<file path="src/rtl/cpu_sequencer.sv">
// cpu_sequencer: multi-cycle fetch/decode/execute/mem/writeback sequencer
// with conditional execution, load/store phase, pause and halt control.
module cpu_sequencer #(
    parameter int              PC_W      = 8,
    parameter logic [PC_W-1:0] LAST_ADDR = 8'd15,
    parameter logic [3:0]      LDR_OP    = 4'hA,
    parameter logic [3:0]      STR_OP    = 4'hB,
    parameter logic [3:0]      HALT_OP   = 4'hF
) (
    input  logic            Clk,
    input  logic            Reset,
    input  logic            Run,
    output logic            Imem_Enable,
    output logic [PC_W-1:0] Imem_Addr,
    input  logic [31:0]     Imem_Data,
    output logic [31:0]     Instr,
    input  logic [15:0]     Mem_Addr,
    output logic            Dmem_Enable,
    output logic            Dmem_RW,
    output logic [15:0]     Dmem_Addr,
    input  logic [3:0]      New_Flag,
    output logic [3:0]      Flag,
    output logic            Reg_Write_En,
    output logic [PC_W-1:0] PC,
    output logic            Busy,
    output logic            Halted,
    output logic [15:0]     Retired
);

    typedef enum logic [2:0] {
        IDLE,
        FETCH,
        DECODE,
        EXEC,
        MEM,
        WB,
        HALT
    } state_t;

    state_t state_q;
    state_t state_d;

    logic [PC_W-1:0] pc_q;
    logic [31:0]     instr_q;
    logic [3:0]      flag_q;
    logic [15:0]     retired_q;

    logic [3:0] cond;
    logic [3:0] opcode;
    logic       s_bit;
    logic       cond_pass;
    logic       is_ldr;
    logic       is_mem;
    logic       at_last;

    logic load_instr;
    logic load_flag;
    logic advance;
    logic retire;

    assign cond    = instr_q[31:28];
    assign opcode  = instr_q[27:24];
    assign s_bit   = instr_q[23];
    assign is_ldr  = (opcode == LDR_OP);
    assign is_mem  = is_ldr || (opcode == STR_OP);
    assign at_last = (pc_q == LAST_ADDR);

    // Condition check against the flags held before this instruction.
    always_comb begin
        cond_pass = 1'b1;
        unique case (cond)
            4'b0000: cond_pass = flag_q[2];
            4'b0001: cond_pass = !flag_q[2];
            4'b1010: cond_pass = (flag_q[3] == flag_q[0]);
            4'b1011: cond_pass = (flag_q[3] != flag_q[0]);
            default: cond_pass = 1'b1;
        endcase
    end

    // State register; reset returns to IDLE from any state.
    always_ff @(posedge Clk) begin
        if (Reset) begin
            state_q <= IDLE;
        end else begin
            state_q <= state_d;
        end
    end

    // Next-state, phase strobes and datapath load enables.
    always_comb begin
        state_d      = state_q;
        load_instr   = 1'b0;
        load_flag    = 1'b0;
        advance      = 1'b0;
        retire       = 1'b0;
        Imem_Enable  = 1'b0;
        Dmem_Enable  = 1'b0;
        Reg_Write_En = 1'b0;
        unique case (state_q)
            IDLE: begin
                if (Run) begin
                    state_d = FETCH;
                end
            end
            FETCH: begin
                Imem_Enable = 1'b1;
                load_instr  = 1'b1;
                state_d     = DECODE;
            end
            DECODE: begin
                state_d = (opcode == HALT_OP) ? HALT : EXEC;
            end
            EXEC: begin
                if (cond_pass) begin
                    load_flag = s_bit;
                    state_d   = is_mem ? MEM : WB;
                end else begin
                    advance = 1'b1;
                end
            end
            MEM: begin
                Dmem_Enable = 1'b1;
                if (is_ldr) begin
                    state_d = WB;
                end else begin
                    advance = 1'b1;
                    retire  = 1'b1;
                end
            end
            WB: begin
                Reg_Write_En = 1'b1;
                advance      = 1'b1;
                retire       = 1'b1;
            end
            HALT: begin
                state_d = HALT;
            end
            default: begin
                state_d = IDLE;
            end
        endcase
        // Instruction boundary: stop at the last address, else
        // continue or pause depending on Run.
        if (advance) begin
            if (at_last) begin
                state_d = HALT;
            end else if (Run) begin
                state_d = FETCH;
            end else begin
                state_d = IDLE;
            end
        end
    end

    // Architectural registers: PC, instruction, flags, retire count.
    always_ff @(posedge Clk) begin
        if (Reset) begin
            pc_q      <= '0;
            instr_q   <= '0;
            flag_q    <= '0;
            retired_q <= '0;
        end else begin
            if (load_instr) begin
                instr_q <= Imem_Data;
            end
            if (load_flag) begin
                flag_q <= New_Flag;
            end
            if (advance && !at_last) begin
                pc_q <= pc_q + PC_W'(1);
            end
            if (retire && (retired_q != 16'hFFFF)) begin
                retired_q <= retired_q + 16'd1;
            end
        end
    end

    assign Imem_Addr = pc_q;
    assign PC        = pc_q;
    assign Instr     = instr_q;
    assign Flag      = flag_q;
    assign Retired   = retired_q;
    assign Dmem_RW   = !(Dmem_Enable && !is_ldr);
    assign Dmem_Addr = Dmem_Enable ? Mem_Addr : 16'h0000;
    assign Halted    = (state_q == HALT);
    assign Busy      = (state_q == FETCH) || (state_q == DECODE) ||
                       (state_q == EXEC)  || (state_q == MEM)    ||
                       (state_q == WB);

endmodule

</file>
<file path="config.mk">
export PLATFORM = sky130hd
export DESIGN_NAME = cpu_sequencer
export DESIGN_NICKNAME = d
export VERILOG_FILES = /design/src/rtl/cpu_sequencer.sv
export SDC_FILE = /design/constraint.sdc
export NUM_CORES = 1
export LEC_CHECK = 0
export ABC_AREA = 0
export CAP_MARGIN = 30
export CORE_ASPECT_RATIO = 0.8
export CORE_MARGIN = 10
export CORE_UTILIZATION = 62
export CTS_CLUSTER_DIAMETER = 30
export DETAILED_ROUTE_END_ITERATION = 10
export DONT_BUFFER_PORTS = 1
export PLACE_DENSITY = 0.77
export SETUP_SLACK_MARGIN = 0.02
export SYNTH_ARGS = -nofsm -noshare
export SYNTH_HDL_FRONTEND = slang
export SYNTH_SLANG_ARGS = --single-unit
</file>
<file path="constraint.sdc">
create_clock -name Clk -period 2.43 [get_ports Clk]
set_input_delay 0.6075 -clock Clk [delete_from_list [all_inputs] [get_ports Clk]]
set_output_delay 0.6075 -clock Clk [all_outputs]
set_load 0.03 [all_outputs]
</file>
### After elaboration in Yosys (flattened, before gate mapping)

Cells that the tools add are included.

* $add $sub $neg: 2
* mux-type cells: 20
* reduce and logical (&&, ||, !) cells: 15
* eq/ne operators: 20

Operator list (number)
* 3-bit one-hot mux with 7 select lines: 1
* 4-bit equality test, second input constant: 5
* 3-bit two-way mux: 6
* 16-bit by 1-bit adder with 16-bit output, second input constant: 1
* 16-bit two-way mux: 1
* 16-bit != test, second input constant: 1
* 3-bit equality test, second input constant: 3
* 1-bit two-way mux: 9
* 3-bit != test, second input constant: 3
* 8-bit by 1-bit adder with 8-bit output, second input constant: 1
* 8-bit by 4-bit equality test with 1-bit output, second input constant: 1
* 3-bit by 2-bit equality test with 1-bit output, second input constant: 2
* 1-bit logical OR: 5
* 4-bit by 1-bit equality test with 1-bit output, second input constant: 1
* 1-bit logical NOT: 4
* 4-bit logical NOT: 1
* 1-bit one-hot mux with 4 select lines: 1
* 4-bit AND reduction: 1
* 3-bit by 1-bit equality test with 1-bit output, second input constant: 1
* 1-bit logical AND: 3
* 3-bit logical NOT: 1
* 1-bit one-hot mux with 3 select lines: 1
* 2-bit != test, second input constant: 1
* 1-bit one-hot mux with 2 select lines: 1
* 2 further kinds: 2

* flip-flop bits (word level): 63
* output and inout bits: 90

### Logic depth before layout (Yosys ltp)

Gate-level depths: netlist of the first run.

* word-level depth: 6
* depth in mapped cells: 7
* depth with buffers taken out: 6

### Worst setup path after synthesis of the first run

No wires, ideal clock.

* path kind: register -> output
* start: register state_q[2]
* end: output port Dmem_Addr[10]
* arrival time: 1.705 ns
* buffers on the path: 1
* path slack: 0.118 ns
* required time: 1.822 ns
* stages on the path, launching flop included: 5
* cells stage by stage: dfxtp_1 nor2b_1 nor2b_1 clkbuf_1 and2_1

* word-level cells in the longest chain between the ends: 3

Ends and longest elaborated chain
* start, declared: line 40 `state_t state_q;`
* start signal, assigned: line 85 `state_q <= state_d;`
* 3-bit equality test: line 99 `unique case (state_q)`
* 1-bit two-way mux: line 99
* named net Dmem_Enable: line 18 `output logic Dmem_Enable,`
* 16-bit two-way mux: line 184 `assign Dmem_Addr = Dmem_Enable ? Mem_Addr : 16'h0000;`
* end, declared: line 20 `output logic [15:0] Dmem_Addr,`

The timed path passes the listed nets, and every way through them passes these cells.

### Worst setup path after layout of the first run

* start: register state_q[1]
* end: output port Dmem_Addr[8]

* word-level cells in the longest chain between the ends: 3

Ends and longest elaborated chain (line)
* 3-bit equality test: 99
* 1-bit two-way mux: 99
* 16-bit two-way mux: 184

Every way passes these cells.

==> summary.md, run 1 <==
| Metric | Value |
|---|---|
| Run status | finished clean |
| Bufs on Longest Clock Path | 2 |
| Post-placement cell count | roughly 450 |
| Final Max Slew Viols | 0 |
| Root buf cell | clkbuf_8 |
| DP Area | about 3200 µm² |
| Post-DP HPWL | 5890 µm |
| Crit Path Max Fanout | 18 |
| Post-synth EDFFs | 0 |
| Most numerous cell in the Yosys netlist | nand2_1 |
| I/O pin count | about 150 |
| R2R depth | 5 |
| CP endpoint kind | output pin |
| Grt ovf | 0 |
| Design area | 3410 µm² |
| Min Tclk post-route | 2.30 ns |
| Pre-CTS setup slack | between 0.3 and 0.4 ns |
| Power Dens Cells | around 730 nW/µm² |
| Worst Tran Pin Value | 0.716 ns |
| Clock skew | roughly 0.0067 ns |
| Top cell type by total area after synthesis | dfxtp_1 |
| Maximum vdd ir drop | 0.575 mV |
| Vias | about 2600 |
| Critical path launch point type | flip-flop |
| Clock latency on the worst-skew pair | roughly 0.34 ns |
| Synth cell count leaders | nand2_1 (79), dfxtp_1 (63), a21oi_1 (44), nor2_1 (28), and2_1 (18) |
| Site Rows | 22 |
| Worst path max stage delay | 0.58 ns |
| Detailed Routing Iterations Pass 1 | 4 |
| CTS Sinks | 63 |
| Diode count | 0 |
| Routed WL per cell | 17.1 µm |
| Data arrival time of the critical path | between 1.5 and 2 ns |
| Die Width | about 96 µm |
| RSZ-0062 raised after global routing | false |
| Core area | ~4500 µm² |
| Critical path class | reg -> out |
| Initial antenna violation count | 0 |
| Ys Warns | 0 |
| Synthesized flop and latch total | 63 |
| Hold path depth | 1 |
| Post-DRT Antenna Nets | 0 |
| Cells after Synth | ~360 |
| Max cap viols | 0 |
| CTS buffer count | 9 |
| GRT Total Usage | between 20% and 30% |
| Total power | around 2.5 mW |
| Final Wtd Congestion | 0.776 |
| PnR worst setup slack | roughly 0.13 ns |
| Hold Slack | 0.336 ns |
| Syn_area_per_cell | between 7 and 8 µm² |
| Post-route insts no fill | ~470 |
| CTS clk-pin slew, worst paths | around 0.070 ns |
| Critical path's most frequent cell | buf_4 |
| Achievable Freq | between 400 and 500 MHz |
| Via density | 5.62 |
| Leakage power | around 1.3 nW |
| CTS tree | built |
| Die H | between 80 and 90 µm |
| First-pass GRT wire length | approximately 12000 µm |
| Die area | just under 8000 µm² |
| Sum Neg Setup Slack | 0 ns |
| Hold Path Class | in -> reg |
| Vias in the first global route | 2602 |
| Port Buffers | 0 |
| Drt total wl | 7970 µm |
| Syn nets | ~420 |
| H-Tree Depth | 3 |
| Layout cells sized above 1 | ~18% |
| Initial Utilization | 63.1% |
| Synth Flop Type | dfxtp_1 |
| Largest cells by area after synthesis | dfxtp_1 (44%), nand2_1 (10%), a21oi_1 (7.7%), xnor2_1 (4.0%), and2_1 (3.9%) |
| Netlist cell types | 39 |
| DRC | 0 |
| Critical Path RT | between 1.5 and 2 ns |
| Final nets | roughly 460 |
| Headroom to the max-slew limit | 52.2% |
| Stages on worst setup path | 5 |
| Final count of hold timing violations | 0 |
| Share of flip-flops with an asynchronous set or reset | 0% |
| Setup-failing EPs final | 0 |
| Final Core Density | between 70% and 80% |
| Cell Area, Synth | 2870 µm² |
| CP delay by family, top | flip-flops |
| CP cell instances | nor2b_4, nor2b_1, buf_4, and2_1, buf_4 |
| Area delta synth->final | 18.9% |
| Register area share after synthesis | 44.0% |
| Tcrit/Tclk final | a little over nine tenths |
| 1st-iter DRT viols | around 210 |
| Top cell type's share of synthesized area | a little over two fifths |
| Worst path slowest cell | dfxtp_1 |
| Largest net degree at the start of global routing | 65 |
| CP bufs+invs | 2 |
==> layout by cell type (no fill, tap or decap), drive strengths merged, types with 7 or more instances in the layout <==
cell type / instances
nand2: 79
dfxtp: 63
buf: 53
a21oi: 44
nor2: 28
and2: 18
xnor2: 13
clkbuf: 10
o21ai: 10
nand3: 9
nor3: 7
nor4: 7
nand4: 7
==> sequential cells by signal (all words and copies together) (netlist names) <==
register	count
Flag	4
Retired	16
state_q	3
Imem_Addr	8
Instr	32
==> report_power, final <==
group	total (mW)	internal, mW	switching [mW]	leakage, nW
registers	1.26	1.10	0.159	0.511
clock network	0.904	0.496	0.408	0.0981
logic	0.331	0.112	0.219	0.692
==> layer usage <==
| metal | GRT usage [%] | part of all wire [%] | vias to the layer above |
|---|---|---|---|
| met3 | 14.4 | 13 | 9 |
| met4 | 4.41 | 1.0 | 0 |
| met5 | 0 | 0 | - |
| met1 | 21.7 | 38 | 1198 |
| li1 | - | - | 1305 |
| met2 | 31.3 | 48 | 102 |
==> kinds of logic (layout without fill, tap and decap cells) <==
| kind of cell | Yosys count | after routing | share of synthesized area [%] |
|---|---|---|---|
| buf+inv | 32 | 73 | 5.28 |
| mux | 6 | 6 | 2.14 |
| flops | 63 | 63 | 44.0 |
| xor+xnor | 14 | 14 | 4.76 |
| compound gates | 66 | 66 | 12.7 |
| fa+ha+maj | 2 | 2 | 0.872 |
| simple gates | 181 | 181 | 30.3 |
==> worst reg2reg max path, delay by kind of cell (launching register included) <==
family / cells / cell delay (ns)
flip-flops: 1 / 0.33
AO/OA/AOI/OAI: 3 / 0.73
AND/OR/NAND/NOR: 1 / 0.55
XOR/XNOR: 1 / 0.39
==> timing repair <==
| item | CTS | global route |
|---|---|---|
| endpoints found under the setup margin | 0 | 17 |
| hold buffers | 0 | 0 |
| endpoints found under the hold margin | 0 | 0 |
| setup buffers | 0 | 0 |
| resized for setup | 0 | 2 |
==> final timing paths <==
kind                                              start                   endpoint  slack, ns
worst max register to register     Flag[0]$_SDFFE_PP0P_  Imem_Addr[4]$_SDFFE_PP0P_       0.37
worst min register to register   Instr[28]$_SDFFE_PP0P_     Instr[28]$_SDFFE_PP0P_       0.53
worst min-delay path                              Reset     Instr[20]$_SDFFE_PP0P_       0.34
worst max-delay path            state_q[1]$_SDFFE_PP0P_               Dmem_Addr[8]       0.13
==> cell type report <==
class	count	area [µm²]
inverters	4	15.0
clock inverters	6	60.1
multi-input cells	269	1460
well taps	60	75.1
flip-flops and latches	63	1260
clock buffers	10	138
fillers	359	1130
repair buffers	53	398
Note: power is estimated with default switching activity, not from simulation.
==> run 2, diff against run 1 <==
- BUFFER_PORTS_ARGS: not set -> -buffer_cell sky130_fd_sc_hd__buf_2
- CORE_UTILIZATION: 62 -> 45
- DONT_BUFFER_PORTS: 1 -> not set
- PLACE_DENSITY: 0.77 -> 0.83
- RECOVER_POWER: not set -> 25
==> run 2 against run 1 <==
Against the previous run: clock power down 13%; sequential cell count unchanged; cell area up 11%; register-to-register slack worse by 0.08 ns; first-iteration DRC count down 35%; count of clock-buffer cells in the layout unchanged; highest routed layer unchanged; non-clock buffer count up 99; global-route usage down 3.5 points.
==> summary.md, run 2 (synthesized netlist as in run 1, its figures left out) <==
| Metric | Value |
|---|---|
| Port Buffers | 144 (was 0) |
| Max cap viols | 0 (unchanged) |
| CTS resizes | 0 (unchanged) |
| Switching Fraction | 33.6% (was 31.5%) |
| First-pass GRT wire length | 13600 µm (was 12400 µm) |
| Post-route insts no fill | 585 (was 465) |
| Clock skew | 0.0139 ns (was 0.00665 ns) |
| Vias in the first global route | 2805 (was 2602) |
| H-Tree Depth | 3 (unchanged) |
| Die H | 91.4 µm (was 80.8 µm) |
| Achievable Freq | 445 MHz (was 435 MHz) |
| Die area | 9990 µm² (was 7760 µm²) |
| Design area | 3770 µm² (was 3410 µm²) |
| Via density | 5.02 (was 5.62) |
| Tcrit/Tclk final | 92.4% (was 94.6%) |
| Initial antenna violation count | 0 (unchanged) |
| Post-DP HPWL | 6760 µm (was 5890 µm) |
| Setup bufs post-CTS | 0 (unchanged) |
| Die Width | 109 µm (was 96.0 µm) |
| Hold Path Class | reg -> reg (was in -> reg) |
| Final Core Density | 62.5% (was 75.1%) |
| Clock latency on the worst-skew pair | 0.33 ns (was 0.34 ns) |
| Pint | 1.63 mW (was 1.71 mW) |
| Run status | finished clean (unchanged) |
| Bufs on Longest Clock Path | 2 (unchanged) |
| Layout cells sized above 1 | 31.5% (was 17.5%) |
| Max reg flops | 32 (unchanged) |
| CTS clk-pin slew, worst paths | 0.08 ns (was 0.07 ns) |
| CTS Sinks | 63 (unchanged) |
| Net Sw Power | 826 µW (was 786 µW) |
| Final nets | 556 (was 457) |
| Grt ovf | 0 (unchanged) |
| 1st-iter DRT viols | 139 (was 213) |
| Drt total wl | 8650 µm (was 7970 µm) |
| GRT Total Usage | 16.5% (was 20.0%) |
| DP Area | 3610 µm² (was 3200 µm²) |
| Post-placement cell count | 569 (was 449) |
| CP endpoint kind | output pin (unchanged) |
| Diode count | 0 (unchanged) |
| CTS buffer count | 9 (unchanged) |
| Initial Utilization | 47.5% (was 63.1%) |
| Sequential share of power | 47.1% (was 50.4%) |
| Hold Slack | 0.453 ns (was 0.336 ns) |
| Final Max Slew Viols | 0 (unchanged) |
| PnR worst setup slack | 0.185 ns (was 0.132 ns) |
| Pre-CTS setup slack | 0.299 ns (was 0.371 ns) |
| Power Dens Cells | 650 nW/µm² (was 731 nW/µm²) |
| RSZ-0062 raised after global routing | false (unchanged) |
| Data arrival time of the critical path | 1.64 ns (was 1.69 ns) |
| Critical path class | reg -> out (unchanged) |
| Crit Path Max Fanout | 18 (unchanged) |
| DRC | 0 (unchanged) |
| Most frequent cells in the layout | buf_2 (134), nand2_1 (79), dfxtp_1 (63) (was nand2_1 (79), dfxtp_1 (63), buf_4 (53)) |
| Vias | 2935 (was 2614) |
| Multi-input logic area | 1460 µm² (about the same) |
| Critical Path RT | 1.82 ns (about the same) |
| Post-DRT Antenna Nets | 0 (unchanged) |
| I/O pin count | 145 (unchanged) |
| Sequential cell area | 1260 µm² (unchanged) |
| Total power | 2.45 mW (was 2.49 mW) |
| Clock group share of total power | 32.1% (was 36.3%) |
| Routed WL per cell | 14.8 µm (was 17.1 µm) |
| Core area | 6040 µm² (was 4540 µm²) |
| Logic pwr share | 20.8% (was 13.3%) |
| Final Wtd Congestion | 0.825 (was 0.776) |
| Area delta synth->final | 31.6% (was 18.9%) |
| Root buf cell | clkbuf_8 (unchanged) |
| Maximum vdd ir drop | 0.434 mV (was 0.575 mV) |
| Largest net degree at the start of global routing | 33 (was 65) |
| Final count of hold timing violations | 0 (unchanged) |
| Headroom to the max-slew limit | 58.4% (was 52.2%) |
| CTS tree | built (unchanged) |
| Detailed Routing Iterations Pass 1 | 4 (unchanged) |
| Site Rows | 25 (was 22) |
| Most common cell after layout, fill and taps aside | buf_2 (was nand2_1) |
| Worst Tran Pin Value | 0.625 ns (was 0.716 ns) |
| Fill count | 564 (was 359) |
| Sum Neg Setup Slack | 0 ns (unchanged) |
| Critical path launch point type | flip-flop (unchanged) |
| CTS Hold Buffers Added | 0 (unchanged) |
| Leakage power | 1.70 nW (was 1.30 nW) |
| Min Tclk post-route | 2.25 ns (was 2.30 ns) |
| Setup-failing EPs final | 0 (unchanged) |
==> run 2: cell types whose count changed in the layout (fill, tap and decap cells not counted) <==
cell       change
buf_2        +134
buf_4         -46
clkbuf_1      +11
clkinv_2       -2
clkinv_4       +2
bufinv_16      -1
clkbuf_2       +1
clkbuf_8       -1
inv_6          +1
nor2b_2        +1
nor2b_4        -1
==> run 2: area by class of cell <==
cell class	instances	share of cell area, %
multi-input cells	269	38.6
well taps	81	2.68
clock buffers	10	3.38
clock inverters	6	1.23
repair buffers	152	20.3
inverters	4	0.398
flip-flops and latches	63	33.4
==> run 2: final timing paths <==
check                          start                   endpoint  slack (ns)  cells past startpoint
max          state_q[1]$_SDFFE_PP0P_               Dmem_Addr[5]        0.18                      5
min           Instr[20]$_SDFFE_PP0P_     Instr[20]$_SDFFE_PP0P_        0.45                      2
max reg2reg     Flag[0]$_SDFFE_PP0P_  Imem_Addr[6]$_SDFFE_PP0P_        0.29                      5
min reg2reg   Instr[20]$_SDFFE_PP0P_     Instr[20]$_SDFFE_PP0P_        0.45                      2
==> run 2: power by group through the flow <==
| stage | logic (mW) | clock network [mW] | registers, mW |
|---|---|---|---|
| final | 0.510 | 0.789 | 1.16 |
| after global routing | 0.558 | 0.866 | 1.17 |
| after CTS | 0.523 | 0.815 | 1.15 |
| after detailed placement | 0.521 | 0 | 1.18 |
| after global placement | 0.510 | 0 | 1.17 |
| after floorplan | 0.238 | 0 | 1.28 |
==> run 2: metal layers <==
layer | up-vias | wire, µm | global-route usage [%]
met5 | - | 0 | 0
met1 | 1319 | 3460 | 18.2
met2 | 100 | 4150 | 27.2
li1 | 1506 | - | -
met4 | 0 | 87 | 3.46
met3 | 10 | 951 | 9.18
==> run 2: worst max-delay path: stages, from the launching register on <==
cell and delay, ns:
dfxtp_1 0.41, nor2b_2 0.22, nor2b_1 0.16, buf_4 0.19, and2_1 0.14, buf_2 0.19
